[src/rtl/cam_rgb565_capture.sv]
// -----------------------------------------------------------------------------
// cam_rgb565_capture
// Captures an 8-bit DVP camera stream and assembles byte pairs into RGB565
// pixels for the downstream RGB565->Y converter. After reset a number of
// settle frames are discarded. Lines with a dangling half pixel or more than
// H_ACTIVE pixels raise a one-cycle line_err pulse.
//
// Ports
//   clk          camera PCLK, all logic on the rising edge
//   rst_n        synchronous reset, active low
//   cam_vsync    frame sync, high = vertical blanking
//   cam_href     line valid, high = active byte on cam_data
//   cam_data     pixel byte
//   rgb_out      assembled RGB565 pixel, holds its value between strobes
//   rgb_valid    one-cycle strobe qualifying rgb_out/pix_x/pix_y
//   pix_x        column of the emitted pixel
//   pix_y        row of the emitted pixel
//   frame_start  one-cycle pulse when a captured frame begins
//   frame_done   one-cycle pulse when a captured frame ends
//   line_err     one-cycle pulse for an odd byte count or an overlong line
// -----------------------------------------------------------------------------
module cam_rgb565_capture #(
    parameter int H_ACTIVE    = 640,
    parameter int V_ACTIVE    = 480,
    parameter int SKIP_FRAMES = 10,
    parameter int HI_FIRST    = 1
) (
    input  logic        clk,
    input  logic        rst_n,
    input  logic        cam_vsync,
    input  logic        cam_href,
    input  logic [7:0]  cam_data,
    output logic [15:0] rgb_out,
    output logic        rgb_valid,
    output logic [10:0] pix_x,
    output logic [10:0] pix_y,
    output logic        frame_start,
    output logic        frame_done,
    output logic        line_err
);

    typedef enum logic [1:0] {
        ST_SKIP   = 2'd0,
        ST_ARMED  = 2'd1,
        ST_ACTIVE = 2'd2
    } state_t;

    localparam int              SKW      = (SKIP_FRAMES > 0) ? $clog2(SKIP_FRAMES + 1) : 1;
    localparam logic [SKW-1:0]  SKIP_LIM = SKW'(SKIP_FRAMES);
    localparam logic [10:0]     H_LIM    = 11'(H_ACTIVE);
    localparam logic [10:0]     V_LIM    = 11'(V_ACTIVE);
    localparam state_t          ST_INIT  = (SKIP_FRAMES == 0) ? ST_ARMED : ST_SKIP;

    // Input stage and one extra delay for edge detection
    logic           v1_r, h1_r, v2_r, h2_r;
    logic [7:0]     d1_r;

    // Control and datapath state
    state_t         state_r, state_nxt_s;
    logic [SKW-1:0] skip_cnt_r, skip_cnt_nxt_s;
    logic           phase_r, phase_nxt_s;
    logic [7:0]     first_r, first_nxt_s;
    logic [10:0]    x_r, x_nxt_s;
    logic [10:0]    y_r, y_nxt_s;
    logic           ovf_r, ovf_nxt_s;

    // Registered outputs
    logic [15:0]    rgb_out_r, rgb_out_nxt_s;
    logic           rgb_valid_r, rgb_valid_nxt_s;
    logic [10:0]    pix_x_r, pix_x_nxt_s;
    logic [10:0]    pix_y_r, pix_y_nxt_s;
    logic           frame_start_r, frame_start_nxt_s;
    logic           frame_done_r, frame_done_nxt_s;
    logic           line_err_r, line_err_nxt_s;

    logic           vs_fall_s, vs_rise_s, hs_fall_s;
    logic [15:0]    pixel_s;
    logic           y_in_s;

    assign vs_fall_s = v2_r & ~v1_r;
    assign vs_rise_s = ~v2_r & v1_r;
    assign hs_fall_s = h2_r & ~h1_r;
    assign pixel_s   = (HI_FIRST != 0) ? {first_r, d1_r} : {d1_r, first_r};
    // Rows past V_ACTIVE are silently dropped, including their errors
    assign y_in_s    = (y_r < V_LIM);

    assign rgb_out     = rgb_out_r;
    assign rgb_valid   = rgb_valid_r;
    assign pix_x       = pix_x_r;
    assign pix_y       = pix_y_r;
    assign frame_start = frame_start_r;
    assign frame_done  = frame_done_r;
    assign line_err    = line_err_r;

    // Register the camera pins; every decision uses these copies
    always_ff @(posedge clk) begin
        if (!rst_n) begin
            v1_r <= 1'b0;
            h1_r <= 1'b0;
            v2_r <= 1'b0;
            h2_r <= 1'b0;
            d1_r <= 8'h00;
        end else begin
            v1_r <= cam_vsync;
            h1_r <= cam_href;
            v2_r <= v1_r;
            h2_r <= h1_r;
            d1_r <= cam_data;
        end
    end

    // Next-state, byte assembly and output decode
    always_comb begin
        state_nxt_s       = state_r;
        skip_cnt_nxt_s    = skip_cnt_r;
        phase_nxt_s       = phase_r;
        first_nxt_s       = first_r;
        x_nxt_s           = x_r;
        y_nxt_s           = y_r;
        ovf_nxt_s         = ovf_r;
        rgb_out_nxt_s     = rgb_out_r;
        rgb_valid_nxt_s   = 1'b0;
        pix_x_nxt_s       = pix_x_r;
        pix_y_nxt_s       = pix_y_r;
        frame_start_nxt_s = 1'b0;
        frame_done_nxt_s  = 1'b0;
        line_err_nxt_s    = 1'b0;

        case (state_r)
            ST_SKIP: begin
                // Each vsync fall starts a new frame; the one after the last
                // settle frame is the first one captured
                if (vs_fall_s) begin
                    if (skip_cnt_r == SKIP_LIM) begin
                        state_nxt_s       = ST_ACTIVE;
                        frame_start_nxt_s = 1'b1;
                        phase_nxt_s       = 1'b0;
                        x_nxt_s           = 11'd0;
                        y_nxt_s           = 11'd0;
                        ovf_nxt_s         = 1'b0;
                    end else begin
                        skip_cnt_nxt_s = skip_cnt_r + SKW'(1);
                    end
                end else begin
                    state_nxt_s = ST_SKIP;
                end
            end

            ST_ARMED: begin
                if (vs_fall_s) begin
                    state_nxt_s       = ST_ACTIVE;
                    frame_start_nxt_s = 1'b1;
                    phase_nxt_s       = 1'b0;
                    x_nxt_s           = 11'd0;
                    y_nxt_s           = 11'd0;
                    ovf_nxt_s         = 1'b0;
                end else begin
                    state_nxt_s = ST_ARMED;
                end
            end

            ST_ACTIVE: begin
                if (vs_rise_s) begin
                    // Frame ends; any half pixel in flight is discarded
                    state_nxt_s      = ST_ARMED;
                    frame_done_nxt_s = 1'b1;
                    phase_nxt_s      = 1'b0;
                    x_nxt_s          = 11'd0;
                    ovf_nxt_s        = 1'b0;
                end else if (v1_r) begin
                    state_nxt_s = ST_ACTIVE;
                end else if (h1_r) begin
                    if (!phase_r) begin
                        first_nxt_s = d1_r;
                        phase_nxt_s = 1'b1;
                    end else begin
                        phase_nxt_s = 1'b0;
                        if (y_in_s) begin
                            if (x_r < H_LIM) begin
                                rgb_out_nxt_s   = pixel_s;
                                rgb_valid_nxt_s = 1'b1;
                                pix_x_nxt_s     = x_r;
                                pix_y_nxt_s     = y_r;
                                x_nxt_s         = x_r + 11'd1;
                            end else if (!ovf_r) begin
                                // Overlong line: flag it only once
                                line_err_nxt_s = 1'b1;
                                ovf_nxt_s      = 1'b1;
                            end else begin
                                ovf_nxt_s = 1'b1;
                            end
                        end else begin
                            x_nxt_s = x_r;
                        end
                    end
                end else if (hs_fall_s) begin
                    line_err_nxt_s = phase_r & y_in_s;
                    phase_nxt_s    = 1'b0;
                    x_nxt_s        = 11'd0;
                    ovf_nxt_s      = 1'b0;
                    if (y_in_s) begin
                        y_nxt_s = y_r + 11'd1;
                    end else begin
                        y_nxt_s = y_r;
                    end
                end else begin
                    state_nxt_s = ST_ACTIVE;
                end
            end

            default: begin
                state_nxt_s = ST_INIT;
            end
        endcase
    end

    // State and output registers
    always_ff @(posedge clk) begin
        if (!rst_n) begin
            state_r       <= ST_INIT;
            skip_cnt_r    <= '0;
            phase_r       <= 1'b0;
            first_r       <= 8'h00;
            x_r           <= 11'd0;
            y_r           <= 11'd0;
            ovf_r         <= 1'b0;
            rgb_out_r     <= 16'h0000;
            rgb_valid_r   <= 1'b0;
            pix_x_r       <= 11'd0;
            pix_y_r       <= 11'd0;
            frame_start_r <= 1'b0;
            frame_done_r  <= 1'b0;
            line_err_r    <= 1'b0;
        end else begin
            state_r       <= state_nxt_s;
            skip_cnt_r    <= skip_cnt_nxt_s;
            phase_r       <= phase_nxt_s;
            first_r       <= first_nxt_s;
            x_r           <= x_nxt_s;
            y_r           <= y_nxt_s;
            ovf_r         <= ovf_nxt_s;
            rgb_out_r     <= rgb_out_nxt_s;
            rgb_valid_r   <= rgb_valid_nxt_s;
            pix_x_r       <= pix_x_nxt_s;
            pix_y_r       <= pix_y_nxt_s;
            frame_start_r <= frame_start_nxt_s;
            frame_done_r  <= frame_done_nxt_s;
            line_err_r    <= line_err_nxt_s;
        end
    end

endmodule
[config.mk]
export PLATFORM = sky130hd
export DESIGN_NAME = cam_rgb565_capture
export DESIGN_NICKNAME = d
export VERILOG_FILES = /design/src/rtl/cam_rgb565_capture.sv
export SDC_FILE = /design/constraint.sdc
export NUM_CORES = 1
export LEC_CHECK = 0
export CAP_MARGIN = 20
export CORE_MARGIN = 2
export CORE_UTILIZATION = 54
export DETAILED_ROUTE_END_ITERATION = 6
export PLACE_DENSITY = 0.79
export SLEW_MARGIN = 25
export SYNTH_ARGS = -nofsm -noshare
export SYNTH_HDL_FRONTEND = slang
export SYNTH_SLANG_ARGS = --single-unit
[constraint.sdc]
create_clock -name clk -period 2.4 [get_ports clk]
set_input_delay 0.72 -clock clk [delete_from_list [all_inputs] [get_ports clk]]
set_output_delay 0.72 -clock clk [all_outputs]
set_load 0.02 [all_outputs]
==> results_dict.tcl, run 1 <==
set metrics [dict create \
    status "completed" \
    fin_crit_ns 2.06 \
    die_area_mm2 0.00759 \
    slew_headroom 0.510 \
    p_total_mw 2.67 \
    ctsHoldBuffers 0 \
    crit_slowest_cell "clkdlybuf4s50_1" \
    synthCells 420 \
    die_w_um 87.1 \
    rsz0062_at_grt "no" \
    io_pins 54 \
    fp.dieH_um 87.1 \
    holdWs_ns 0.454 \
    wire_per_inst_um 13.5 \
    ys_seq_area_frac 0.493 \
    setup_viol_count_final 0 \
    cts_buffers 9 \
    clk_pin_slew_worst_paths_ns 0.10 \
    syn_area_mm2 0.00373 \
    drc 0 \
    htree_levels 3 \
    path_class "flop to output pin" \
    synth-main-ff-cell "dfxtp_1" \
    drt_wl_total_um 7460 \
    clkLatencyLatePin_ns 0.36 \
    setup-tns-final_ns 0 \
    first_pass_iters 4 \
    worst_hold_path_type "flop to flop" \
    synth_top_area_frac 0.493 \
    fin_skew_ns 0.0113 \
    critPathLaunchType "flop" \
    synth_area_leaders "dfxtp_1, a21boi_0, nand2_1" \
    port-buffer-count 53 \
    maxSlewViolCount 0 \
    endpoint_kind "output pin" \
    drive_above_1_share 0.0701 \
    clock_tree.root_cell "clkbuf_8" \
    place_congestion 0.782 \
    grt_pass1_vias 2764 \
    synthesis.nets 436 \
    rows 30 \
    grt_start_max_net_pins 50 \
    vias 2966 \
    core_area_mm2 0.00676 \
    crit_path_max_fanout 2 \
    synth_top_cell_by_area "dfxtp_1" \
    ant_nets 0 \
    cts_tree "done" \
    grt-ovfl-total 0 \
    crit_path_cell_trace "clkdlybuf4s50_1" \
    synth_edf_count 0 \
    synth_seq_cells 92 \
    hp-start "pix_x[4]$_SDFFE_PN0P_" \
    synthMostInstantiatedCell "nand2_1" \
    cts_post_setup_buffers_inserted 0 \
    drtIter0Drc 165 \
    r2r_start "x_r[7]$_SDFFE_PN0P_" \
    cp_data_required_time_ns 1.68 \
    ys_async_sr_fraction 0 \
    stdcell_area_mm2 0.00448 \
    cts.sinks 92 \
    grt_pass1_wl_um 12600 \
    track_usage 0.210 \
    final_core_util 0.663 \
    multiInputGateArea_mm2 0.00173 \
    syn_area_per_cell_um2 8.89 \
    tightest_slew_ns 0.735 \
    nFillCells 557 \
    synthToLayoutAreaGrowth_pct 19.9 \
    antenna_found_initial 0 \
    power_leakage_nw 1.58 \
    pwr_density_cell_mw_per_mm2 596 \
    finalNetCount 482 \
    clock.fmax_ghz 0.485 \
    synthTopCellsByCount "nand2_1, dfxtp_1, a21boi_0, and2_1, nor2_1" \
    diodes 0 \
    yosysUniqueCellTypes 50 \
    period_share 0.859 \
    post_dp_cell_area_mm2 0.00428 \
    viasPerCell 5.38 \
    hold_violations 0 \
    startpoint "rgb_out[15]$_SDFFE_PN0P_" \
    ys.warnings.count 0 \
    seq_area_mm2 0.00184 \
    clk_path_buf_depth 2 \
    drv_cap 0 \
    cp_top_family "buffers and inverters" \
    dp_hpwl_um 4990 \
    crit_buf_inv 1 \
    ctsResizeCount 0 \
    max_stage_delay_ns 0.62 \
    crit_arrival_ns 1.34 \
    ir_drop_mv 0.483 \
    start_util 0.552 \
]
-- registers in the layout, summed over array words and instances, names as in the netlist, 4 cells and up --
register and count:
first_r 8, pix_x 11, d1_r 8, y_r 11, x_r 11, skip_cnt_r 4
rgb_out 16, pix_y 11
-- cells by family after synthesis --
kind of cell / share of synthesized area
simple gates: 0.246
mux: 0.00570
xor+xnor: 0.0164
fa+ha+maj: 0.0134
flops: 0.493
compound gates: 0.180
buf+inv: 0.0443
-- final cells by class --
cell class,instances,area share
timing repair buffer,62,0.132
clock inverter,7,0.0165
inverter,5,0.00419
tap,80,0.0224
clock buffer,9,0.0277
multi-input combinational,296,0.385
sequential,92,0.411
-- layout by cell type (no fill, tap or decap), types with 2 or more instances in the layout --
cell type and count:
o211a_1 2, and3b_1 2, buf_4 9, a21boi_1 3, clkbuf_8 9, nand2b_1 3
xnor2_1 6, o22ai_1 2, a21boi_0 48, nor2_1 17, ha_1 4, nor2b_1 6
or3_1 2, o21a_1 2, dfxtp_1 92, and2_1 18, nand4_1 10, a211oi_1 2
nand4b_1 2, nand3b_1 2, o21ai_0 16, inv_6 3, nor3_1 7, clkdlybuf4s50_1 52
a41oi_1 3, nand3_1 5, nand2_1 96, and3_1 12, a31oi_1 2, clkinv_2 2
nor4_1 2, o211ai_1 2, inv_1 5, a21oi_1 3
-- final timing paths --
path              slack (ns)  depth (start not counted)               endpoint
hold reg to reg         0.45                          2  pix_x[4]$_SDFFE_PN0P_
setup reg to reg        0.52                          5  pix_y[1]$_SDFFE_PN0P_
setup / recovery        0.34                          1            rgb_out[15]
hold / removal          0.45                          2  pix_x[4]$_SDFFE_PN0P_
-- layer usage --
layer / global-route usage / vias up / wire, um
met5: 0 / - / 0
met4: 0.0755 / 0 / 87
met3: 0.0531 / 9 / 283
met2: 0.346 / 59 / 3540
met1: 0.266 / 1374 / 3540
li1: - / 1524 / -
-- report_power, final --
part,switching (mW),internal [mW],leakage (nW)
Combinational,0.0306,0.0399,0.733
Clock,0.561,0.489,0.100
Sequential,0.0111,1.54,0.744
Total,0.603,2.07,1.58
-- stage by stage --
stage                     cells  worst slack [ns]
final                       551             0.339
after floorplan             420             0.726
after CTS                   551             0.318
after detailed placement    535             0.434
after global placement      535             0.478
after global routing        551             0.267
Power figures use the tool's default switching activity.
==> run 2, diff against run 1 <==
- CORE_UTILIZATION: 54 -> 35
- PLACE_DENSITY: 0.79 -> default
- clock period: 2.4 -> 2.6 ns (I/O delays scaled with it)
==> run 2 against run 1 <==
  * Power decreased by 13%
  * Core utilization decreased by 22 points
  * Sequential power fell by 8%
  * Clock skew fell by 0.00096 ns
  * Clock-buffer cell count stayed put
  * Critical path depth is the same
  * Clock power decreased by 20%
  * Via count grew 0.30%
  * Wire length grew 6.8%
  * First-iteration DRC count fell by 29%
  * Critical path type unchanged
  * Largest power group unchanged
  * Highest routed layer unchanged
==> results_dict.tcl, run 2 (synthesized netlist as in run 1, its figures left out) <==
set metrics [dict create \
    status "completed" \
    core_area_mm2 0.0103 \
    port-buffer-count 53 \
    endpoint_kind "output pin" \
    setup-tns-final_ns 0 \
    htree_levels 3 \
    clock_tree.root_cell "clkbuf_8" \
    clk_path_buf_depth 2 \
    post-place-cells 593 \
    final_cell_mix "nand2_1, dfxtp_1, clkdlybuf4s50_1, a21boi_0, and2_1" \
    ctsHoldBuffers 0 \
    wire_per_inst_um 13.1 \
    pwr_density_cell_mw_per_mm2 515 \
    busiest_layer "met2" \
    drt_wl_total_um 7960 \
    seq_area_mm2 0.00184 \
    cp_data_required_time_ns 1.82 \
    first_pass_iters 4 \
    multiInputGateArea_mm2 0.00173 \
    viasPerCell 4.89 \
    maxSlewViolCount 0 \
    layout_commonest_cell "nand2_1" \
    rsz0062_at_grt "no" \
    clkLatencyLatePin_ns 0.35 \
    grtUsageMet1 0.205 \
    worst_slack_ns 0.502 \
    ant_nets 0 \
    drv_cap 0 \
    ir_drop_mv 0.257 \
    fp.dieH_um 107 \
    track_usage 0.147 \
    power_leakage_nw 1.57 \
    grt-ovfl-total 0 \
    crit_arrival_ns 1.32 \
    cp_top_family "buffers and inverters" \
    grtUsageMet3 0.0321 \
    tightest_slew_ns 0.621 \
    crit_slowest_cell "clkdlybuf4s50_1" \
    clk_pin_slew_worst_paths_ns 0.09 \
    crit_buf_inv 1 \
    cts_post_setup_buffers_inserted 0 \
    nFillCells 1049 \
    grt_pass1_wl_um 13600 \
    largest_reg_flops 16 \
    hold_violations 0 \
    drtIter0Drc 117 \
    ctsResizeCount 0 \
    clock.fmax_ghz 0.477 \
    drc 0 \
    drive_above_1_share 0.0720 \
    die_w_um 107 \
    vias 2975 \
    setup_viol_count_final 0 \
    period_share 0.807 \
    finalNetCount 484 \
    cts_buffers 9 \
    rows 37 \
    fin_skew_ns 0.0103 \
    fin_crit_ns 2.10 \
    critPathLaunchType "flop" \
    grt_pass1_vias 2871 \
    io_pins 54 \
    worst_hold_path_type "flop to flop" \
    fin_cells 608 \
    diodes 0 \
    antenna_found_initial 0 \
    p_total_mw 2.33 \
    max_stage_delay_ns 0.63 \
    cts.sinks 92 \
    place_congestion 0.813 \
    path_class "flop to output pin" \
    crit_path_cell_trace "clkdlybuf4s50_1" \
    place_ws_ns 0.586 \
    grt_start_max_net_pins 39 \
    die_area_mm2 0.0115 \
    crit_path_max_fanout 2 \
    cts_tree "done" \
    synthToLayoutAreaGrowth_pct 21.3 \
    dp_hpwl_um 5460 \
    grt_util_met2 0.226 \
    slew_headroom 0.584 \
    start_util 0.362 \
]
==> run 2: changes by cell type in the layout (fill, tap and decap cells not counted), sizes merged <==
cell	change
buf	+2
inv	-1
clkinv	+1
bufinv	-1
==> run 2: worst paths after layout <==
check | start | to | slack (ns) | cells after the start
min | pix_x[4]$_SDFFE_PN0P_ | pix_x[4]$_SDFFE_PN0P_ | 0.46 | 2
max | pix_x[9]$_SDFFE_PN0P_ | pix_x[9] | 0.50 | 1
min reg2reg | pix_x[4]$_SDFFE_PN0P_ | pix_x[4]$_SDFFE_PN0P_ | 0.46 | 2
max reg2reg | skip_cnt_r[0]$_SDFFE_PN0N_ | x_r[7]$_SDFFE_PN0P_ | 0.56 | 8
==> run 2: through the flow <==
stage          cell area, um^2  hold WS, ns  utilization
2_1_floorplan             3730        0.440            -
3_3_place_gp              4360        0.441        0.423
3_5_place_dp              4360        0.450        0.423
4_1_cts                   4530        0.461        0.439
5_1_grt                   4530        0.481        0.439
6_report                  4530        0.456        0.439
==> run 2: layout make-up <==
cell class / instances / area share
flip-flops and latches: 92 / 0.407
multi-input cells: 296 / 0.381
repair buffers: 64 / 0.134
well taps: 136 / 0.0376
inverters: 5 / 0.00414
clock inverters: 6 / 0.00884
clock buffers: 9 / 0.0274
==> run 2: per-layer routing <==
layer  part of all wire  vias to the layer above
li1                   -                     1523
met1               0.50                     1375
met2               0.44                       69
met3              0.045                        8
met4              0.012                        0
met5                  0                        -
==> run 2: report_power, final <==
part | switching [mW] | internal (mW) | leakage, nW
Sequential | 0.00986 | 1.42 | 0.744
Clock | 0.494 | 0.344 | 0.0856
Combinational | 0.0293 | 0.0373 | 0.742
==> run 3, diff against run 2 <==
- clock period: 2.6 -> 2.04 ns (I/O delays scaled with it)
==> run 3 against run 2 <==
  * Clock power up 31%
  * Sequential share of layout area down 0.44 points
  * Non-clock buffer count up 2
  * Global-route usage about the same
  * Core utilization up 0.48 points
  * Sequential cell count unchanged
  * Cell count up 0.66%
  * Largest power group unchanged
  * Setup slack worse by 0.42 ns
  * Clock-buffer cell count unchanged
  * Wire length up 0.87%
  * Register-to-register slack worse by 0.40 ns
==> results_dict.tcl, run 3 (synthesized netlist as in run 1, its figures left out) <==
set metrics [dict create \
    clkLatencyLatePin_ns 0.36 \
    ant_nets 0 \
    swShare 0.234 \
    crit_path_cell_trace "clkdlybuf4s50_1" \
    io_pins 54 \
    grt-ovfl-total 0 \
    cts_tree "done" \
    crit_arrival_ns 1.35 \
    crit_slowest_cell "clkdlybuf4s50_1" \
    r2r_start "h1_r$_SDFF_PN0_" \
    path_class "flop to output pin" \
    pwr_density_cell_mw_per_mm2 657 \
    crit_path_max_fanout 2 \
    clk_path_buf_depth 2 \
    tightest_slew_ns 0.509 \
    place_ws_ns 0.164 \
    startpoint "pix_y[8]$_SDFFE_PN0P_" \
    power_leakage_nw 1.59 \
    power_frac_clock 0.366 \
    final_cell_mix "nand2_1, dfxtp_1, clkdlybuf4s50_1, a21boi_0, and2_1" \
    worst_slack_ns 0.0820 \
    p_int_mw 2.30 \
    cts.sinks 92 \
    cp_data_required_time_ns 1.43 \
    period_share 0.960 \
    crit_buf_inv 1 \
    clock.fmax_ghz 0.511 \
    largest_reg_flops 16 \
    ctsResizeCount 0 \
    dp_hpwl_um 5400 \
    rows 37 \
    reg2regPathDepth 5 \
    setup_viol_count_final 0 \
    port-buffer-count 53 \
    drc 0 \
    drv_cap 0 \
    cts_post_setup_buffers_inserted 0 \
    grt_pass1_vias 2834 \
    worst_hold_path_type "flop to flop" \
    grt_start_max_net_pins 60 \
    clock_tree.root_cell "clkbuf_8" \
    finalNetCount 487 \
    critPathLaunchType "flop" \
    place_congestion 0.833 \
    p_sw_mw 0.705 \
    fin_skew_ns 0.0151 \
    layout_commonest_cell "nand2_1" \
    die_area_mm2 0.0115 \
    vias 2952 \
    stdcell_area_mm2 0.00458 \
    endpoint_kind "output pin" \
    post_dp_cell_area_mm2 0.00439 \
    ir_drop_mv 0.350 \
    seq_power_share 0.605 \
    rsz0062_at_grt "no" \
    status "completed" \
    slew_headroom 0.660 \
    holdWs_ns 0.451 \
    die_w_um 107 \
    hold_violations 0 \
    synthToLayoutAreaGrowth_pct 22.7 \
    fp.dieH_um 107 \
    drtIter0Drc 104 \
    path_depth 1 \
    rrSetupSlack_ns 0.16 \
    drive_above_1_share 0.0819 \
    first_pass_iters 4 \
    diodes 0 \
    fin_crit_ns 1.96 \
    ctsHoldBuffers 0 \
    clk_pin_slew_worst_paths_ns 0.09 \
    wire_per_inst_um 13.1 \
    drt_wl_total_um 8030 \
    viasPerCell 4.82 \
    track_usage 0.147 \
    cp_top_family "buffers and inverters" \
    nFillCells 1040 \
    p_comb_frac 0.029 \
    antenna_found_initial 0 \
    hp-start "pix_x[4]$_SDFFE_PN0P_" \
    hold_end "pix_x[4]$_SDFFE_PN0P_" \
    core_area_mm2 0.0103 \
    max_stage_delay_ns 0.61 \
    maxSlewViolCount 0 \
    cts_buffers 9 \
    htree_levels 3 \
    setup-tns-final_ns 0 \
    start_util 0.362 \
    regToRegEndpoint "y_r[3]$_SDFFE_PN0P_" \
    min_delay_path_depth 2 \
    grt_pass1_wl_um 13600 \
]
run 3: cell count changes in the layout (fill, tap and decap cells not counted), sizes merged:
cell,change
clkinvlp,+1
clkinv,+1
inv,-1
and2,+1
buf,+2
run 3: worst max-delay path by stage:
stage,endpoint
3_3_place_gp,y_r[3]$_SDFFE_PN0P_
4_1_cts,pix_y[8]
5_1_grt,rgb_out[11]$_SDFFE_PN0P_
2_1_floorplan,y_r[3]$_SDFFE_PN0P_
6_report,pix_y[8]
3_5_place_dp,rgb_out[11]$_SDFFE_PN0P_
run 3: per-stage QoR:
step	util	std cells	power, mW
6_report	0.443	612	3.01
5_1_grt	0.443	612	3.13
4_1_cts	0.442	611	3.05
3_5_place_dp	0.425	595	1.95
3_3_place_gp	0.425	595	1.95
2_1_floorplan	-	420	1.92
run 3: area by class of cell:
cell class                 instances  area (um^2)  area share
multi-input combinational        297         1740       0.379
sequential                        92         1840       0.402
inverter                           5         18.8     0.00410
clock buffer                       9          124      0.0271
timing repair buffer              66          636       0.139
clock inverter                     7         51.3      0.0112
tap                              136          170      0.0372
run 3: metal layers:
layer  vias up  share of wire  wire length, um  global-route usage
met2        55           0.43             3460               0.215
met1      1363           0.52             4180               0.207
li1       1527              -                -                   -
met3         7          0.039              317              0.0442
met5         -              0                0                   0
met4         0         0.0097               78              0.0492
run 3: power by group through the flow:
stage	Combinational [mW]	Clock, mW	Sequential (mW)
finish	0.0862	1.10	1.82
global route	0.0950	1.21	1.82
CTS	0.0879	1.14	1.82
detailed placement	0.0876	0	1.86
global placement	0.0859	0	1.86
floorplan	0.0598	0	1.86
